<file path="src/rtl/step_ctrl.sv">
// step_ctrl: turns three raw pushbuttons into a run/step/halt clock enable for the core.
// Define STEP_CTRL_BREAKPOINT_EN to add the PC breakpoint ports and the halt-on-match logic.
module step_ctrl #(
    parameter int DEBOUNCE_CYCLES = 1000000
) (
    input  logic        clk,
    input  logic        rst_n,
    input  logic        btn_step,
    input  logic        btn_run,
    input  logic        btn_halt,
`ifdef STEP_CTRL_BREAKPOINT_EN
    input  logic [31:0] pc,
    input  logic [31:0] bp_addr,
    input  logic        bp_valid,
`endif
    output logic        cpu_en,
    output logic [1:0]  mode,
    output logic [31:0] en_count
);
    localparam int CNT_W = $clog2(DEBOUNCE_CYCLES);
    localparam logic [CNT_W-1:0] CNT_MAX = CNT_W'(DEBOUNCE_CYCLES - 1);

    typedef enum logic [1:0] {
        ST_HALT = 2'b00,
        ST_STEP = 2'b01,
        ST_RUN  = 2'b10
    } state_t;

    logic [2:0] btn_raw;
    logic [2:0] press;

    // Bit order {halt, run, step} is shared by btn_raw and press.
    assign btn_raw = {btn_halt, btn_run, btn_step};

    generate
        for (genvar gi = 0; gi < 3; gi++) begin : g_btn
            logic [1:0]       sync_q, sync_d;
            logic [CNT_W-1:0] cnt_q, cnt_d;
            logic             deb_q, deb_d;
            logic             deb_dly_q, deb_dly_d;
            logic             sync;

            assign sync = sync_q[1];

            always_comb begin
                sync_d    = {sync_q[0], btn_raw[gi]};
                cnt_d     = '0;
                deb_d     = deb_q;
                deb_dly_d = deb_q;
                if (sync != deb_q) begin
                    if (cnt_q == CNT_MAX) begin
                        deb_d = sync;
                    end else begin
                        cnt_d = cnt_q + 1'b1;
                    end
                end
            end

            always_ff @(posedge clk) begin
                if (!rst_n) begin
                    sync_q    <= '0;
                    cnt_q     <= '0;
                    deb_q     <= 1'b0;
                    deb_dly_q <= 1'b0;
                end else begin
                    sync_q    <= sync_d;
                    cnt_q     <= cnt_d;
                    deb_q     <= deb_d;
                    deb_dly_q <= deb_dly_d;
                end
            end

            assign press[gi] = deb_q & ~deb_dly_q;
        end
    endgenerate

    state_t      state_q, state_d;
    logic [31:0] en_count_q, en_count_d;
    logic        bp_hit;

`ifdef STEP_CTRL_BREAKPOINT_EN
    logic skip_q, skip_d;

    // skip lets a resume from the breakpoint address execute that instruction once.
    assign bp_hit = bp_valid & (pc == bp_addr) & ~skip_q;
`else
    assign bp_hit = 1'b0;
`endif

    assign cpu_en   = (state_q == ST_STEP) | ((state_q == ST_RUN) & ~bp_hit);
    assign mode     = state_q;
    assign en_count = en_count_q;

    always_comb begin
        state_d = state_q;
        case (state_q)
            ST_HALT: begin
                if (press[2]) begin
                    state_d = ST_HALT;
                end else if (press[1]) begin
                    state_d = ST_RUN;
                end else if (press[0]) begin
                    state_d = ST_STEP;
                end
            end
            ST_STEP: state_d = ST_HALT;
            ST_RUN: begin
                if (press[2] | bp_hit) begin
                    state_d = ST_HALT;
                end
            end
            default: state_d = ST_HALT;
        endcase
        en_count_d = en_count_q + 32'(cpu_en);
    end

`ifdef STEP_CTRL_BREAKPOINT_EN
    assign skip_d = (state_q == ST_HALT) && (state_d == ST_RUN);
`endif

    always_ff @(posedge clk) begin
        if (!rst_n) begin
            state_q    <= ST_HALT;
            en_count_q <= '0;
`ifdef STEP_CTRL_BREAKPOINT_EN
            skip_q     <= 1'b0;
`endif
        end else begin
            state_q    <= state_d;
            en_count_q <= en_count_d;
`ifdef STEP_CTRL_BREAKPOINT_EN
            skip_q     <= skip_d;
`endif
        end
    end
endmodule
</file>
<file path="config.mk">
export PLATFORM = sky130hd
export DESIGN_NAME = step_ctrl
export DESIGN_NICKNAME = d
export VERILOG_FILES = /design/src/rtl/step_ctrl.sv
export SDC_FILE = /design/constraint.sdc
export NUM_CORES = 1
export LEC_CHECK = 0
export ABC_AREA = 1
export CORE_AREA = 2 2 102 104
export DETAILED_ROUTE_END_ITERATION = 16
export DIE_AREA = 0 0 104 106
export HOLD_SLACK_MARGIN = 0.06
export PLACE_DENSITY = 0.74
export SLEW_MARGIN = 20
export SYNTH_ARGS = -nofsm -noshare
export SYNTH_HDL_FRONTEND = slang
export SYNTH_SLANG_ARGS = --single-unit
export TNS_END_PERCENT = 5
</file>
<file path="constraint.sdc">
create_clock -name clk -period 1.8 [get_ports clk]
set_input_delay 0.18 -clock clk [delete_from_list [all_inputs] [get_ports clk]]
set_output_delay 0.18 -clock clk [all_outputs]
set_load 0.02 [all_outputs]
</file>
# [Word level (Yosys, flattened, before mapping)]
# Cells that the tools add are included.
[classes] bitwise_logic=11 n_addsub=4 shifts=0 reduce_logical=8 muxes=5 n_eq_ne=10 multipliers=0 magnitude_cmp=0 div=0
[ops] operator="$add 20x1->20 const B" n=3
[ops] operator="$eq 20x20->1 const B" n=3
[ops] operator="$add 32x1->32" n=1
[ops] operator="$reduce_or 3->1" n=3
[ops] operator="$mux 2" n=4
[ops] operator="$reduce_and 2->1" n=4
[ops] operator="$not 1->1" n=7
[ops] operator="$ne 4x4->1 const B" n=1
[ops] operator="$pmux 2 s2" n=1
[ops] operator="$and 1x1->1" n=3
[ops] operator="$ne 1x1->1" n=3
[ops] operator="$eq 2x1->1 const B" n=1
[ops] operator="$eq 2x2->1 const B" n=1
[ops] operator="$logic_not 2->1" n=1
[ops] operator="$ne 2x2->1 const B" n=1
[ops] operator="$or 1x1->1" n=1
[word_totals] rom_bits=0 mem_count=0 mem_bits_rw=0 ff_bits=106 wordCells=52 output_inout_bits=35 latchBits=0

# [Logic depth before layout (Yosys ltp)]
# Gate-level depths: netlist of run 1.
[logic_depth] word_depth=6 mapped_depth=12 depth_no_buf=12

# [Least setup slack after synthesis of run 1]
# No wires, ideal clock.
[synth_path] path_type="flip-flop to flip-flop" startpoint="register state_q[0], in the netlist mode[0]" endpoint="register en_count_q[20], in the netlist en_count[20]" arrival_time_ps=1936 setup_ps=113 setup_slack_ps=-249 n_path_buf=0 t_required_ps=1687 path_stages_with_launch=12 path_cell_list="dfxtp_1 inv_1 ha_1 ha_1 ha_1 inv_1 nor2_1 nand2_1 nor2_1 nand2_1 nor2_1 nor2_1"
[synth_via] elab_chain_len=3 word_cells_on_any_way=4 classes_between="add/sub: 1; eq/ne: 2; bitwise: 1"
[synth_rtl] item="from (decl)" line_no="77" source="state_t state_q, state_d;"
[synth_rtl] item="from (signal assigned)" line_no="129" source="state_q <= state_d;"
[synth_rtl] item="$eq 2x1->1 / $eq 2x2->1 (equally long branches)" line_no="90" source="assign cpu_en = (state_q == ST_STEP) | ((state_q == ST_RUN) & ~bp_hit);"
[synth_rtl] item="$or 1x1->1 *" line_no="90"
[synth_rtl] item="named net cpu_en" line_no="16" source="output logic cpu_en,"
[synth_rtl] item="$add 32x1->32 *" line_no="114" source="en_count_d = en_count_q + 32'(cpu_en);"
[synth_rtl] item="to (signal assigned)" line_no="130" source="en_count_q <= en_count_d;"
[synth_rtl] item="to (decl)" line_no="78" source="logic [31:0] en_count_q, en_count_d;"
# Mark *: on every way through the listed nets, which the timed path passes. The rest lies on a longest branch.
# A chain may end at the register's enable or synchronous reset.

# [Worst setup path in the final report of run 1]
[layout_path] startpoint="register state_q[0], in the netlist mode[0]" endpoint="register en_count_q[15], in the netlist en_count[15]"
[layout_via] elab_chain_len=3 word_cells_on_any_way=4 classes_between="add/sub: 1; eq/ne: 2; bitwise: 1"
[layout_rtl] item="$eq 2x1->1 / $eq 2x2->1 (equally long branches)" line_no="90"
[layout_rtl] item="$or 1x1->1 *" line_no="90"
[layout_rtl] item="$add 32x1->32 *" line_no="114"
# Every way passes the cells marked *; elsewhere a longest branch is shown, timed or not.

==> results.sh, run 1 <==
export IMPL_cts_hold_buf=0
export IMPL_slew_violations=0
export IMPL_die_h_um=106
export IMPL_grt_first_pass_wirelength_um=20450
export IMPL_hold_class="input pin to flop"
export IMPL_worst_setup_path_type="flop to flop"
export IMPL_regArea_mm2=0.002125
export IMPL_gp_congestion=0.9441
export IMPL_r2r_end="en_count[15]"
export IMPL_row_count=37
export IMPL_core_area_mm2=0.01000
export IMPL_finClkSkew_ns=0.009611
export IMPL_async_flop_share_pct=0
export IMPL_avgSynthCellArea_um2=6.588
export IMPL_critical_path_max_fanout=5
export IMPL_post_route_drc_count=0
export IMPL_synth_top_cell_area_share_pct=39.96
export IMPL_final_period_utilization_pct=96.56
export IMPL_numCtsBuffers=9
export IMPL_root_buffer="clkbuf_8"
export IMPL_arrival_ns=2.04
export IMPL_synth_edff_count=0
export IMPL_die_area_mm2=0.01102
export IMPL_nFillCells=974
export IMPL_dp_hpwl_um=8850
export IMPL_ir_drop_v=0.0003685
export IMPL_wl_um=11900
export IMPL_timing_final_ws_setup_ns=0.06196
export IMPL_status="completed"
export IMPL_die_w_um=104
export IMPL_grt_setup_unrepaired="yes"
export IMPL_worstMarginPinSlew_ns=0.3088
export IMPL_grt_max_degree=21
export IMPL_syn_nets=819
export IMPL_cts_tree="yes"
export IMPL_first_iter_violations=144
export IMPL_clk_latency_ns=0.38
export IMPL_worstSetupEndpointType="flop"
export IMPL_cts_path_max_buffers=2
export IMPL_drtAntennaViolNets=0
export IMPL_timing_fmax_ghz=0.5754
export IMPL_synth_flop_cell="dfxtp_1"
export IMPL_fin_crit_ns=1.738
export IMPL_post_place_ws_ns=-0.003918
export IMPL_worstPathRequired_ns=2.11
export IMPL_stdcell_count=996
export IMPL_design_area_mm2=0.006145
export IMPL_initial_core_util_pct=53.10
export IMPL_max_slew_margin_pct=79.34
export IMPL_drive_above_1_share_pct=6.395
export IMPL_reg2reg_depth=9
export IMPL_p_total_mw=3.872
export IMPL_wire_per_inst_um=11.95
export IMPL_netlist_area_mm2=0.005310
export IMPL_yosysSeqAreaShare_pct=39.96
export IMPL_vias=5012
export IMPL_rrSetupSlack_ns=0.06
export IMPL_timing_rr_start="mode[0]"
export IMPL_yosysWarnings=0
export IMPL_vias_per_cell=5.032
export IMPL_leakagePower_nw=1.956
export IMPL_cts_max_level=3
export IMPL_portBuffers=39
export IMPL_synth_area_leader_cell="dfxtp_1"
export IMPL_synth_commonest_cells="nand2_1 (227), nor2_1 (182), dfxtp_1 (106)"
export IMPL_track_usage_pct=22.40
export IMPL_startpoint="mode[0]"
export IMPL_dp_cells=979
export IMPL_synth_cells=806
export IMPL_synth_area_leaders="dfxtp_1 (40%), nand2_1 (16%), nor2_1 (13%), inv_1 (5.8%), a21oi_1 (4.8%)"
export IMPL_antennaDiodeCount=0
export IMPL_overflow=0
export IMPL_grt_pass1_vias=4652
export IMPL_whs_ns=0.3175
export IMPL_crit_end="en_count[15]"
export IMPL_tns_ns=0
export IMPL_nNetsFinal=869
export IMPL_fin_util_pct=61.45
export IMPL_grt_antenna_before_repair=0
export IMPL_multiInputGateArea_mm2=0.002893
export IMPL_design_portCount=40
export IMPL_final_hold_viol_count=0
export IMPL_powerDensity_mw_per_mm2=630.2
export IMPL_place_area_mm2=0.005873
export IMPL_setup_viol=0
export IMPL_clock_sinks=106
export IMPL_syn_to_final_growth_pct=15.72
export IMPL_maxCapViolCount=0
export IMPL_ys_types=30
export IMPL_yosysMostFrequentCell="nand2_1"
export IMPL_synth_seq_cells=106
export IMPL_cts_clk_slew_worst_paths_ns=0.10
export IMPL_cp_start_kind="flop"
export IMPL_dr_pass1_iters=4
-- sequential cells by signal (all words and copies together) (netlist names) --
signal / flops
g_btn.sync_q: 6
g_btn.deb_dly_d: 3
g_btn.deb_dly_q: 3
mode: 2
en_count: 32
g_btn.cnt_q: 60
-- logic make-up (layout without fill, tap and decap cells) --
kind of cell	after synthesis	in the layout	share of synthesized area, %
AOI/OAI and AO/OA	69	69	6.857
xor gates and xnor gates	32	32	5.278
adders and majority gates	8	8	1.885
buffers and inverters	93	147	7.210
DFF	106	106	39.96
and+or+nand+nor	498	498	38.81
-- worst max-delay path, stage by stage (launching register included) --
cell and delay (ns):
dfxtp_2 0.33, inv_1 0.07, ha_4 0.30, ha_1 0.14, nand2_1 0.10, nor2_4 0.18
nand2_2 0.11, nor2_1 0.19, nand2_1 0.08, a21oi_1 0.16
-- area by class of cell --
| class | count | area share [%] |
|---|---|---|
| inverters | 84 | 5.131 |
| multi-input cells | 607 | 47.08 |
| well taps | 136 | 2.769 |
| repair buffers | 48 | 7.432 |
| clock inverters | 4 | 0.8756 |
| clock buffers | 11 | 2.138 |
| flip-flops and latches | 106 | 34.58 |
-- metal layers --
metal  global-route usage, %  wire (µm)  vias to the layer above
met5                       0          0                        -
met4                   10.04        280                        0
met3                   3.556        377                       29
met2                   37.88       5583                       85
met1                   28.31       5661                     2287
li1                        -          -                     2611
-- how the worst min path moves through the flow --
stage	startpoint	endpoint	slack (ns)	cells after the start
after detailed placement	g_btn[1].sync_q[0]	g_btn[1].sync_q[1]	0.40	2
after global placement	g_btn[1].sync_q[0]	g_btn[1].sync_q[1]	0.40	2
after CTS	btn_step	g_btn[0].sync_q[0]	0.31	3
after global routing	btn_step	g_btn[0].sync_q[0]	0.32	3
final	btn_step	g_btn[0].sync_q[0]	0.32	3
after floorplan	btn_step	g_btn[0].sync_q[0]	0.28	2
-- layout by cell type (no fill, tap or decap), drive strengths merged, types with 9 or more instances in the layout --
cell type	count
clkdlybuf4s50	38
dfxtp	106
xor2	20
xnor2	12
nor2	190
inv	84
nand4	10
o21ai	11
nand2	232
clkbuf	11
nand3	47
a21oi	52
buf	9
-- report_power, final --
part | internal (mW) | switching, mW
clock | 0.640 | 0.811
combinational | 0.0231 | 0.0422
sequential | 2.35 | 0.00469
-- repair_timing --
item / CTS / global route
buffers inserted: 0 / 2
pin swaps: 0 / 3
resized for setup: 2 / 17
endpoints found under the setup margin: 3 / 40
hold endpoints to repair: 0 / 0
Note: power is estimated with default switching activity, not from simulation.
==> run 2, diff against run 1 <==
--- a/config.mk
+++ b/config.mk
@@ -10,6 +10,7 @@
 export DETAILED_ROUTE_END_ITERATION = 16
 export DIE_AREA = 0 0 104 106
 export HOLD_SLACK_MARGIN = 0.06
+export MAX_ROUTING_LAYER = met4
 export PLACE_DENSITY = 0.74
 export SLEW_MARGIN = 20
 export SYNTH_ARGS = -nofsm -noshare
==> results.sh, run 2 (synthesis results as in run 1) <==
export IMPL_grt_setup_unrepaired="yes"
export IMPL_final_hold_viol_count=0
export IMPL_grt_antenna_before_repair=0
export IMPL_maxCapViolCount=0
export IMPL_layout_common_cells="nand2_1 (226), nor2_1 (175), dfxtp_1 (104)"
export IMPL_reg2reg_depth=10
export IMPL_post_route_drc_count=0
export IMPL_grt_max_degree=21
export IMPL_wl_um=12110
export IMPL_cts_clk_slew_worst_paths_ns=0.10
export IMPL_largest_reg_flops=60
export IMPL_rrSetupSlack_ns=0.04
export IMPL_grt_pass1_vias=4851
export IMPL_row_count=37
export IMPL_worstSetupEndpointType="flop"
export IMPL_final_period_utilization_pct=98.02
export IMPL_worstPathRequired_ns=2.05
export IMPL_fin_crit_ns=1.764
export IMPL_powerDensity_mw_per_mm2=629.9
export IMPL_cts_max_level=3
export IMPL_status="completed"
export IMPL_drive_above_1_share_pct=6.272
export IMPL_clkPwrFrac_pct=37.4
export IMPL_gp_congestion=0.9245
export IMPL_fin_util_pct=61.41
export IMPL_startpoint="mode[0]"
export IMPL_grt_first_pass_wirelength_um=20910
export IMPL_switching_share_pct=21.83
export IMPL_finClkSkew_ns=0.007634
export IMPL_slew_violations=0
export IMPL_p_switching_uw=844.5
export IMPL_timing_rr_start="mode[0]"
export IMPL_layout_commonest_cell="nand2_1"
export IMPL_ir_drop_v=0.0003551
export IMPL_regMostFlops="g_btn.cnt_q"
export IMPL_die_area_mm2=0.01102
export IMPL_arrival_ns=2.02
export IMPL_die_h_um=106
export IMPL_seqPwrFrac_pct=60.9
export IMPL_hold_class="input pin to flop"
export IMPL_combPwrFrac_pct=1.7
export IMPL_r2r_end="en_count[29]"
export IMPL_nNetsFinal=869
export IMPL_critical_path_max_fanout=4
export IMPL_antennaDiodeCount=0
export IMPL_crit_end="en_count[29]"
export IMPL_dr_pass1_iters=5
export IMPL_root_buffer="clkbuf_8"
export IMPL_design_portCount=40
export IMPL_initial_core_util_pct=53.10
export IMPL_dp_hpwl_um=8907
export IMPL_vias=5066
export IMPL_p_int_mw=3.024
export IMPL_timing_fmax_ghz=0.5668
export IMPL_die_w_um=104
export IMPL_worstMarginPinSlew_ns=0.3321
export IMPL_setup_viol=0
export IMPL_track_usage_pct=23.39
export IMPL_max_slew_margin_pct=77.78
export IMPL_drtAntennaViolNets=0
export IMPL_worst_setup_path_type="flop to flop"
export IMPL_clock_sinks=106
export IMPL_overflow=0
export IMPL_numCtsBuffers=9
export IMPL_cp_start_kind="flop"
export IMPL_dp_cells=980
export IMPL_syn_to_final_growth_pct=15.65
export IMPL_vias_per_cell=5.081
export IMPL_stdcell_count=997
export IMPL_leakagePower_nw=1.959
export IMPL_clk_latency_ns=0.37
export IMPL_cts_path_max_buffers=2
export IMPL_first_iter_violations=178
export IMPL_cts_tree="yes"
export IMPL_core_area_mm2=0.01000
export IMPL_wire_per_inst_um=12.14
export IMPL_portBuffers=39
-- run 2: cell count changes in the layout (fill, tap and decap cells not counted), sizes merged --
cell,previous run,this run
clkbuf,11,12
clkinvlp,2,1
inv,84,85
-- run 2: layer usage --
metal | up-vias | track usage, % | routed length, µm
met4 | 0 | 9.073 | 214
met2 | 94 | 39.19 | 5787
li1 | 2612 | - | -
met3 | 19 | 3.617 | 355
met1 | 2341 | 28.55 | 5750
met5 | - | - | 0
-- run 2: timing repair --
item                       in CTS  in global routing
hold buffers                    0                  0
pin swaps                       0                  3
resized for setup               1                 16
buffers inserted                0                  1
setup endpoints to repair       2                 58
-- run 2: worst min-delay path by stage --
stage | startpoint | endpoint | slack (ns) | cells past startpoint
floorplan | btn_step | g_btn[0].sync_q[0] | 0.28 | 2
CTS | btn_halt | g_btn[2].sync_q[0] | 0.31 | 3
global route | btn_halt | g_btn[2].sync_q[0] | 0.32 | 3
detailed placement | g_btn[1].sync_q[0] | g_btn[1].sync_q[1] | 0.41 | 2
global placement | g_btn[1].sync_q[0] | g_btn[1].sync_q[1] | 0.40 | 2
finish | btn_halt | g_btn[2].sync_q[0] | 0.33 | 3
-- run 2: final cells by class --
cell class	count	area [µm²]
clock inverters	4	51.30
clock buffers	12	135.1
inverters	84	315.3
fillers	958	3859
multi-input cells	607	2888
repair buffers	48	456.7
flip-flops and latches	106	2125
well taps	136	170.2
-- run 2: metrics by stage --
step	setup TNS (ns)	total power [mW]	hold slack (ns)	area (µm²)	worst slack (ns)
floorplan	0	2.455	0.2776	5328	0.01588
global placement	0	2.474	0.4000	5881	0.09609
detailed placement	0	2.475	0.4088	5881	0.03248
CTS	0	3.910	0.3143	6066	0.001414
global route	-0.2494	4.010	0.3168	6141	-0.05765
finish	0	3.868	0.3327	6141	0.03557
-- run 2: power by group through the flow --
stage	sequential [mW]	clock (mW)	combinational [mW]
floorplan	2.41	0	0.0453
global placement	2.41	0	0.0635
detailed placement	2.41	0	0.0643
CTS	2.36	1.49	0.0646
global route	2.36	1.58	0.0725
finish	2.36	1.45	0.0650
-- run 2: critical path: stages, from the launching register on --
cell     delay, ns
dfxtp_2       0.34
inv_1         0.07
ha_4          0.30
ha_1          0.15
nand2_1       0.10
nor2_4        0.16
nand2_1       0.14
nor2_2        0.20
nand2_1       0.08
nand2_1       0.06
a21oi_1       0.05
==> run 3, diff against run 2 <==
--- a/config.mk
+++ b/config.mk
@@ -6,12 +6,14 @@
 export NUM_CORES = 1
 export LEC_CHECK = 0
 export ABC_AREA = 1
-export CORE_AREA = 2 2 102 104
+export CELL_PAD_IN_SITES_DETAIL_PLACEMENT = 1
+export CELL_PAD_IN_SITES_GLOBAL_PLACEMENT = 1
+export CORE_AREA = 2 2 116 118
 export DETAILED_ROUTE_END_ITERATION = 16
-export DIE_AREA = 0 0 104 106
+export DIE_AREA = 0 0 118 120
 export HOLD_SLACK_MARGIN = 0.06
 export MAX_ROUTING_LAYER = met4
-export PLACE_DENSITY = 0.74
+export PLACE_DENSITY_LB_ADDON = 0.1
 export SLEW_MARGIN = 20
 export SYNTH_ARGS = -nofsm -noshare
 export SYNTH_HDL_FRONTEND = slang
==> results.sh, run 3 (synthesis results as in run 1) <==
export IMPL_antennaDiodeCount=0
export IMPL_place_area_mm2=0.005953
export IMPL_first_iter_violations=214
export IMPL_clk_latency_ns=0.36
export IMPL_final_hold_viol_count=0
export IMPL_finClkSkew_ns=0.008496
export IMPL_timing_final_ws_setup_ns=0.05290
export IMPL_max_slew_margin_pct=78.28
export IMPL_ir_drop_v=0.0004640
export IMPL_die_w_um=118
export IMPL_powerDensity_mw_per_mm2=703.4
export IMPL_fin_crit_ns=1.747
export IMPL_design_area_mm2=0.006339
export IMPL_clock_sinks=106
export IMPL_cts_max_level=3
export IMPL_worstPathRequired_ns=2.09
export IMPL_leakagePower_nw=2.028
export IMPL_cp_start_kind="flop"
export IMPL_setup_viol=0
export IMPL_grt_first_pass_wirelength_um=24100
export IMPL_track_usage_pct=21.37
export IMPL_nNetsFinal=872
export IMPL_grt_pass1_vias=5153
export IMPL_regMostFlops="g_btn.cnt_q"
export IMPL_tns_ns=0
export IMPL_final_period_utilization_pct=97.06
export IMPL_core_area_mm2=0.01298
export IMPL_whs_ns=0.3573
export IMPL_gp_congestion=0.8932
export IMPL_worstSetupEndpointType="flop"
export IMPL_status="completed"
export IMPL_timing_fmax_ghz=0.5724
export IMPL_die_area_mm2=0.01416
export IMPL_post_route_drc_count=0
export IMPL_maxCapViolCount=0
export IMPL_arrival_ns=2.03
export IMPL_slew_violations=0
export IMPL_numCtsBuffers=9
export IMPL_dp_hpwl_um=10990
export IMPL_die_h_um=120
export IMPL_overflow=0
export IMPL_dr_pass1_iters=4
export IMPL_layout_common_cells="nand2_1 (225), nor2_1 (174), dfxtp_1 (104)"
export IMPL_syn_to_final_growth_pct=19.37
export IMPL_portBuffers=39
export IMPL_largest_reg_flops=60
export IMPL_wire_per_inst_um=13.90
export IMPL_wl_um=14460
export IMPL_cts_tree="yes"
export IMPL_grt_max_degree=21
export IMPL_hold_class="input pin to flop"
export IMPL_worstMarginPinSlew_ns=0.3246
export IMPL_vias_per_cell=4.875
export IMPL_design_portCount=40
export IMPL_vias=5070
export IMPL_initial_core_util_pct=40.91
export IMPL_grt_antenna_before_repair=0
export IMPL_critical_path_max_fanout=4
export IMPL_post_place_ws_ns=-0.01813
export IMPL_cts_clk_slew_worst_paths_ns=0.07
export IMPL_grt_setup_unrepaired="yes"
export IMPL_layout_commonest_cell="nand2_1"
export IMPL_drtAntennaViolNets=0
export IMPL_root_buffer="clkbuf_16"
export IMPL_drive_above_1_share_pct=7.176
export IMPL_worst_setup_path_type="flop to flop"
export IMPL_cts_path_max_buffers=2
export IMPL_row_count=42
[run 3: path summary, 6_finish.rpt]
path,slack [ns],endpoint,cells after the start,startpoint
hold reg to reg,0.43,g_btn[1].sync_q[1],2,g_btn[1].sync_q[0]
hold / removal,0.36,g_btn[0].sync_q[0],3,btn_step
setup reg to reg,0.05,en_count[29],9,mode[0]
setup / recovery,0.05,en_count[29],9,mode[0]
[run 3: routing by layer]
metal  vias up  track usage, %  part of all wire [%]
met5         -               -                     0
met4         0           7.681                   1.5
met3        18           3.279                   2.5
met2        57           35.61                    49
met1      2379           26.42                    47
li1       2616               -                     -
[run 3: report_power, final]
| group | internal (mW) | switching, mW | leakage (nW) |
|---|---|---|---|
| logic | 0.0239 | 0.0460 | 1.03 |
| registers | 2.35 | 0.00434 | 0.856 |
| clock network | 1.09 | 0.944 | 0.142 |
[run 3: stage by stage]
step                util (%)  total power, mW  std cells
finish                 48.83            4.459       1040
global route           48.83            4.630       1040
CTS                    48.22            4.529       1039
detailed placement     45.86            2.480       1023
global placement       45.86            2.478       1023
floorplan                  -            2.455        806
[run 3: timing repair]
item,4_1_cts,5_1_grt
setup buffers,0,1
hold endpoints to repair,0,0
endpoints found under the setup margin,4,61
cloned,0,0
hold buffers,0,0
gates resized for setup,2,18
pin swaps,0,3
[run 3: final cells by class]
type                            instances  area (µm²)
Timing Repair Buffer                   51       479.2
Sequential cell                       106        2125
Clock buffer                            9       225.2
Inverter                               84       315.3
Clock inverter                          7       76.32
Multi-Input combinational cell        607        2898
Tap cell                              176       220.2
Fill cell                            1739        6641
[run 3: critical path: stages, from the launching register on]
cell and delay, ns:
dfxtp_2 0.33, inv_1 0.07, ha_4 0.30, ha_1 0.16
nand2_1 0.11, nor2_4 0.15, nand2_1 0.13, nor2_2 0.19
nand3_1 0.09, a21oi_1 0.14
